===== config.mk =====
export PLATFORM = sky130hd
export DESIGN_NAME = riscv_store_tracer
export DESIGN_NICKNAME = d
export VERILOG_FILES = /design/src/rtl/riscv_store_tracer.sv
export SDC_FILE = /design/constraint.sdc
export NUM_CORES = 1
export LEC_CHECK = 0
export BUFFER_PORTS_ARGS = -buffer_cell sky130_fd_sc_hd__buf_2
export CAP_MARGIN = 25
export CORE_MARGIN = 2
export CORE_UTILIZATION = 35
export CTS_CLUSTER_SIZE = 20
export DETAILED_ROUTE_END_ITERATION = 12
export SKIP_CTS_REPAIR_TIMING = 1
export SYNTH_ARGS = -nofsm -noshare
export SYNTH_HDL_FRONTEND = slang
export SYNTH_SLANG_ARGS = --single-unit

===== constraint.sdc =====
create_clock -name clk -period 9.4 [get_ports clk]
set_input_delay 0 -clock clk [delete_from_list [all_inputs] [get_ports clk]]
set_output_delay 0 -clock clk [all_outputs]
set_load 0.005 [all_outputs]

===== src/rtl/riscv_store_tracer.sv =====
// Store-trace and end-of-test monitor: timestamps matching core stores into an FWFT FIFO
// and tracks the tohost pass/fail mailbox plus a cycle-budget timeout.
module riscv_store_tracer #(
  parameter int                ADDR_W      = 32,
  parameter int                DATA_W      = 32,
  parameter int                DEPTH       = 16,
  parameter logic [ADDR_W-1:0] TOHOST_ADDR = 'h0000_1000,
  parameter logic [ADDR_W-1:0] FILT_BASE   = '0,
  parameter logic [ADDR_W-1:0] FILT_MASK   = '0,
  parameter int                TIMEOUT     = 100000
) (
  input  logic                     clk,
  input  logic                     rst,
  input  logic                     wr_valid,
  input  logic [ADDR_W-1:0]        wr_addr,
  input  logic [DATA_W-1:0]        wr_data,
  output logic                     rd_valid,
  input  logic                     rd_ready,
  output logic [ADDR_W-1:0]        rd_addr,
  output logic [DATA_W-1:0]        rd_data,
  output logic [31:0]              rd_stamp,
  output logic [$clog2(DEPTH):0]   count,
  output logic                     overflow,
  output logic [15:0]              drop_cnt,
  output logic [1:0]               status,
  output logic                     done,
  output logic [DATA_W-2:0]        fail_code,
  output logic [31:0]              cycle
);

  localparam int PW = $clog2(DEPTH);
  localparam logic [31:0] TIMEOUT_LAST = 32'(TIMEOUT - 1);

  typedef enum logic [1:0] {
    RUN        = 2'b00,
    PASS       = 2'b01,
    FAIL       = 2'b10,
    TIMED_OUT  = 2'b11
  } state_t;

  state_t state;

  logic [ADDR_W-1:0] mem_addr  [DEPTH];
  logic [DATA_W-1:0] mem_data  [DEPTH];
  logic [31:0]       mem_stamp [DEPTH];

  logic [PW-1:0] wr_ptr, rd_ptr;
  logic          wr_wrap, rd_wrap;
  logic          running, tohost_hit, match, full, pop, push, drop, timeout_hit;

  // The wrap bits extend the pointers so full and empty are distinguishable.
  assign count    = {wr_wrap, wr_ptr} - {rd_wrap, rd_ptr};
  assign rd_valid = (count != '0);
  assign full     = (count == (PW+1)'(DEPTH));
  assign rd_addr  = mem_addr[rd_ptr];
  assign rd_data  = mem_data[rd_ptr];
  assign rd_stamp = mem_stamp[rd_ptr];

  assign running     = (state == RUN);
  assign tohost_hit  = wr_valid && (wr_addr == TOHOST_ADDR) && running;
  assign match       = wr_valid && ((wr_addr & FILT_MASK) == FILT_BASE) &&
                       (wr_addr != TOHOST_ADDR) && running;
  assign pop         = rd_valid && rd_ready;
  assign push        = match && (!full || pop);
  assign drop        = match && full && !pop;
  assign timeout_hit = (TIMEOUT != 0) && (cycle == TIMEOUT_LAST) && !tohost_hit && running;

  assign status = state;
  assign done   = (state != RUN);

  always_ff @(posedge clk) begin
    if (push) begin
      mem_addr[wr_ptr]  <= wr_addr;
      mem_data[wr_ptr]  <= wr_data;
      mem_stamp[wr_ptr] <= cycle;
    end
  end

  always_ff @(posedge clk) begin
    if (rst) begin
      state     <= RUN;
      fail_code <= '0;
      cycle     <= '0;
      overflow  <= 1'b0;
      drop_cnt  <= '0;
      wr_ptr    <= '0;
      wr_wrap   <= 1'b0;
      rd_ptr    <= '0;
      rd_wrap   <= 1'b0;
    end else begin
      if (push) {wr_wrap, wr_ptr} <= {wr_wrap, wr_ptr} + (PW+1)'(1);
      if (pop)  {rd_wrap, rd_ptr} <= {rd_wrap, rd_ptr} + (PW+1)'(1);
      if (drop) begin
        overflow <= 1'b1;
        if (drop_cnt != 16'hFFFF) drop_cnt <= drop_cnt + 16'd1;
      end
      // The counter still advances on the triggering edge, so it freezes one past it.
      if (running && cycle != 32'hFFFF_FFFF) cycle <= cycle + 32'd1;
      case (state)
        RUN: begin
          if (tohost_hit) begin
            if (wr_data == DATA_W'(1)) begin
              state <= PASS;
            end else begin
              state     <= FAIL;
              fail_code <= wr_data[DATA_W-1:1];
            end
          end else if (timeout_hit) begin
            state <= TIMED_OUT;
          end
        end
        default: state <= state;
      endcase
    end
  end

endmodule


==> results.sh <==
export IMPL_status="finished clean"
export IMPL_coreArea_um2=176000
export IMPL_clkSlewWorstSetupHoldPaths_ns=0.06
export IMPL_place_congestion=0.767
export IMPL_layout_drive_gt1_share_pct=32.7
export IMPL_die_area_um2=181000
export IMPL_wirelength_um=151000
export IMPL_cts_root_buf="clkbuf_16"
export IMPL_drt_iter0_markers=2593
export IMPL_rsz0062_at_grt="false"
export IMPL_fin_crit_sh_pct=51.1
export IMPL_seq_area_frac_synth_pct=77.4
export IMPL_antenna_found_initial=8
export IMPL_power_density_nw_per_um2=244
export IMPL_ys_top_cells_by_area="edfxtp_1 74%, mux4_2 17%, dfxtp_1 3.1%, nor2_1 0.56%, mux2i_1 0.53%"
export IMPL_grt_max_degree=169
export IMPL_cts_htree_levels=4
export IMPL_ys_ff_latch=1632
export IMPL_yosys_warnings=0
export IMPL_drcViolationCount=0
export IMPL_worstSetupPathType="reg2reg"
export IMPL_wl_per_cell_um=27.3
export IMPL_required_ns=9.82
export IMPL_hp_class="in2reg"
export IMPL_synth_area_um2=62000
export IMPL_maxSlewViolCount=0
export IMPL_cap_violations=0
export IMPL_crit_fanout=37
export IMPL_ys_flop_type="edfxtp_1"
export IMPL_synth_edf_count=1536
export IMPL_start_util_pct=35.2
export IMPL_postRouteAntennaNets=0
export IMPL_tns_ns=0
export IMPL_clock_sinks=1632
export IMPL_rows=154
export IMPL_syn_inst=2656
export IMPL_first_pass_iters=5
export IMPL_track_usage_pct=16.7
export IMPL_critical_path_top_delay_family="buffers and inverters"
export IMPL_cts_tree="done"
export IMPL_dp_final_hpwl_um=85400
export IMPL_fin_nets=3144
export IMPL_syn_to_final_growth_pct=16.8
export IMPL_async_flop_share_pct=0
export IMPL_yosys_area_top_type_share_pct=74.3
export IMPL_die_x_um=425
export IMPL_synthTopCellsByCount="1,536 x edfxtp_1, 480 x mux4_2, 96 x dfxtp_1, 93 x nor2_1, 75 x clkbuf_1"
export IMPL_crit_slowest_cell="buf_4"
export IMPL_clk_latency_ns=0.81
export IMPL_tightest_slew_ns=1.24
export IMPL_hold_worst_slack_ns=0.137
export IMPL_synth_avg_cell_area_um2=23.4
export IMPL_numCtsBuffers=166
export IMPL_cts_buffer_depth=3
export IMPL_worstPathCellList="inv_1, ha_1, inv_1, fa_1, xor2_1, nor2_1, o21ai_0, o31a_1, and3_4, buf_4, buf_4"
export IMPL_overflow=0
export IMPL_die_height_um=425
export IMPL_grt_pass1_wl_um=218000
export IMPL_yosys_area_top_type="edfxtp_1"
export IMPL_worst_ir_drop_vdd_mv=0.172
export IMPL_path_buf_inv=4
export IMPL_viasPerCell=5.18
export IMPL_cp_end_kind="flip-flop"
export IMPL_finalSetupViolCount=0
export IMPL_slew_limit_headroom_pct=17.0
export IMPL_post_synth_num_cell_types=52
export IMPL_finalHoldViolCount=0
export IMPL_max_freq_ghz=0.208
export IMPL_min_period_ns=4.81
export IMPL_pin_count=253
export IMPL_critPathMaxStageDelay_ns=0.72
export IMPL_synth_most_common_cell="edfxtp_1"
export IMPL_port_buffers=252
export IMPL_power_uw=17700
export IMPL_finalClockSkew_ns=0.0557
export IMPL_worstPathArrival_ns=5.23
export IMPL_grt_pass1_vias=29336
export IMPL_leakage_uw=0.0228
export IMPL_start_kind="flip-flop"
export IMPL_syn_num_nets=2736
export IMPL_num_vias=28711
==> state kept, by name (all words and copies together), names as in the netlist, named ones only <==
name       cells
status         2
cycle         32
wr_ptr         4
wr_wrap        1
rd_wrap        1
overflow       1
fail_code     31
mem_addr     512
rd_ptr         4
mem_stamp    512
drop_cnt      16
mem_data     512
==> cell families after synthesis <==
| logic type | after synthesis | share of synthesized area (%) |
|---|---|---|
| AND/OR/NAND/NOR | 269 | 2.30 |
| multiplexers | 526 | 18.2 |
| flip-flops | 1632 | 77.4 |
| adder cells (fa/ha/maj) | 12 | 0.254 |
| XOR/XNOR | 33 | 0.466 |
| AO/OA/AOI/OAI | 39 | 0.387 |
| buffers and inverters | 145 | 0.960 |
==> placed cells by master, fill, tap and decap left out, drive strengths merged, types with 12 or more instances in the layout <==
| cell | instances |
|---|---|
| and3 | 24 |
| nor2 | 93 |
| nand4 | 24 |
| nor2b | 14 |
| xnor2 | 12 |
| clkinv | 68 |
| buf | 301 |
| dfxtp | 96 |
| a21oi | 17 |
| mux4 | 480 |
| clkbuf | 216 |
| mux2 | 13 |
| nand2 | 24 |
| edfxtp | 1536 |
| nor4 | 21 |
| mux2i | 33 |
| inv | 20 |
| nor3 | 13 |
| xor2 | 21 |
| dlygate4sd3 | 67 |
| nand3 | 21 |
==> where the power goes <==
group	switching (µW)	leakage [µW]	total, µW	internal, µW
clock	2790	0.00259	6450	3660
sequential	95.6	0.0148	8200	8100
combinational	1540	0.00546	3040	1500
total	4420	0.0228	17700	13300
==> metrics by stage <==
stage	utilization (%)	instance area, µm²	cells	worst slack (ns)
6_report	41.1	72500	5540	4.59
5_1_grt	41.1	72500	5539	4.36
4_1_cts	40.7	71600	5462	4.51
3_5_place_dp	37.6	66200	5162	4.60
3_3_place_gp	37.6	66200	5159	4.67
2_1_floorplan	-	62000	2656	0.373
==> cell type report <==
| class | instances | area [µm²] |
|---|---|---|
| Clock inverter | 84 | 947 |
| Fill cell | 15374 | 104000 |
| Sequential cell | 1632 | 48100 |
| Clock buffer | 216 | 4430 |
| Multi-Input combinational cell | 879 | 13500 |
| Inverter | 17 | 63.8 |
| Antenna cell | 4 | 10.0 |
| Timing Repair Buffer | 368 | 2530 |
| Tap cell | 2340 | 2930 |
==> worst paths after layout <==
check | startpoint | endpoint | slack, ns | depth (start not counted)
worst max-delay path | wr_ptr[0] | mem_addr[6][10] | 4.59 | 11
worst min-delay path | wr_addr[12] | mem_addr[8][12] | 0.14 | 2
worst max register to register | wr_ptr[0] | mem_addr[6][10] | 4.59 | 11
worst min register to register | fail_code[28] | fail_code[28] | 0.49 | 2
==> routing by layer <==
| metal | part of all wire (%) | GRT usage, % | vias to the layer above |
|---|---|---|---|
| li1 | - | - | 12154 |
| met3 | 4.4 | 2.85 | 191 |
| met4 | 2.5 | 4.86 | 0 |
| met5 | 0 | 0 | - |
| met1 | 41 | 21.8 | 15578 |
| met2 | 52 | 28.6 | 788 |
Note: power is estimated with default switching activity, not from simulation.
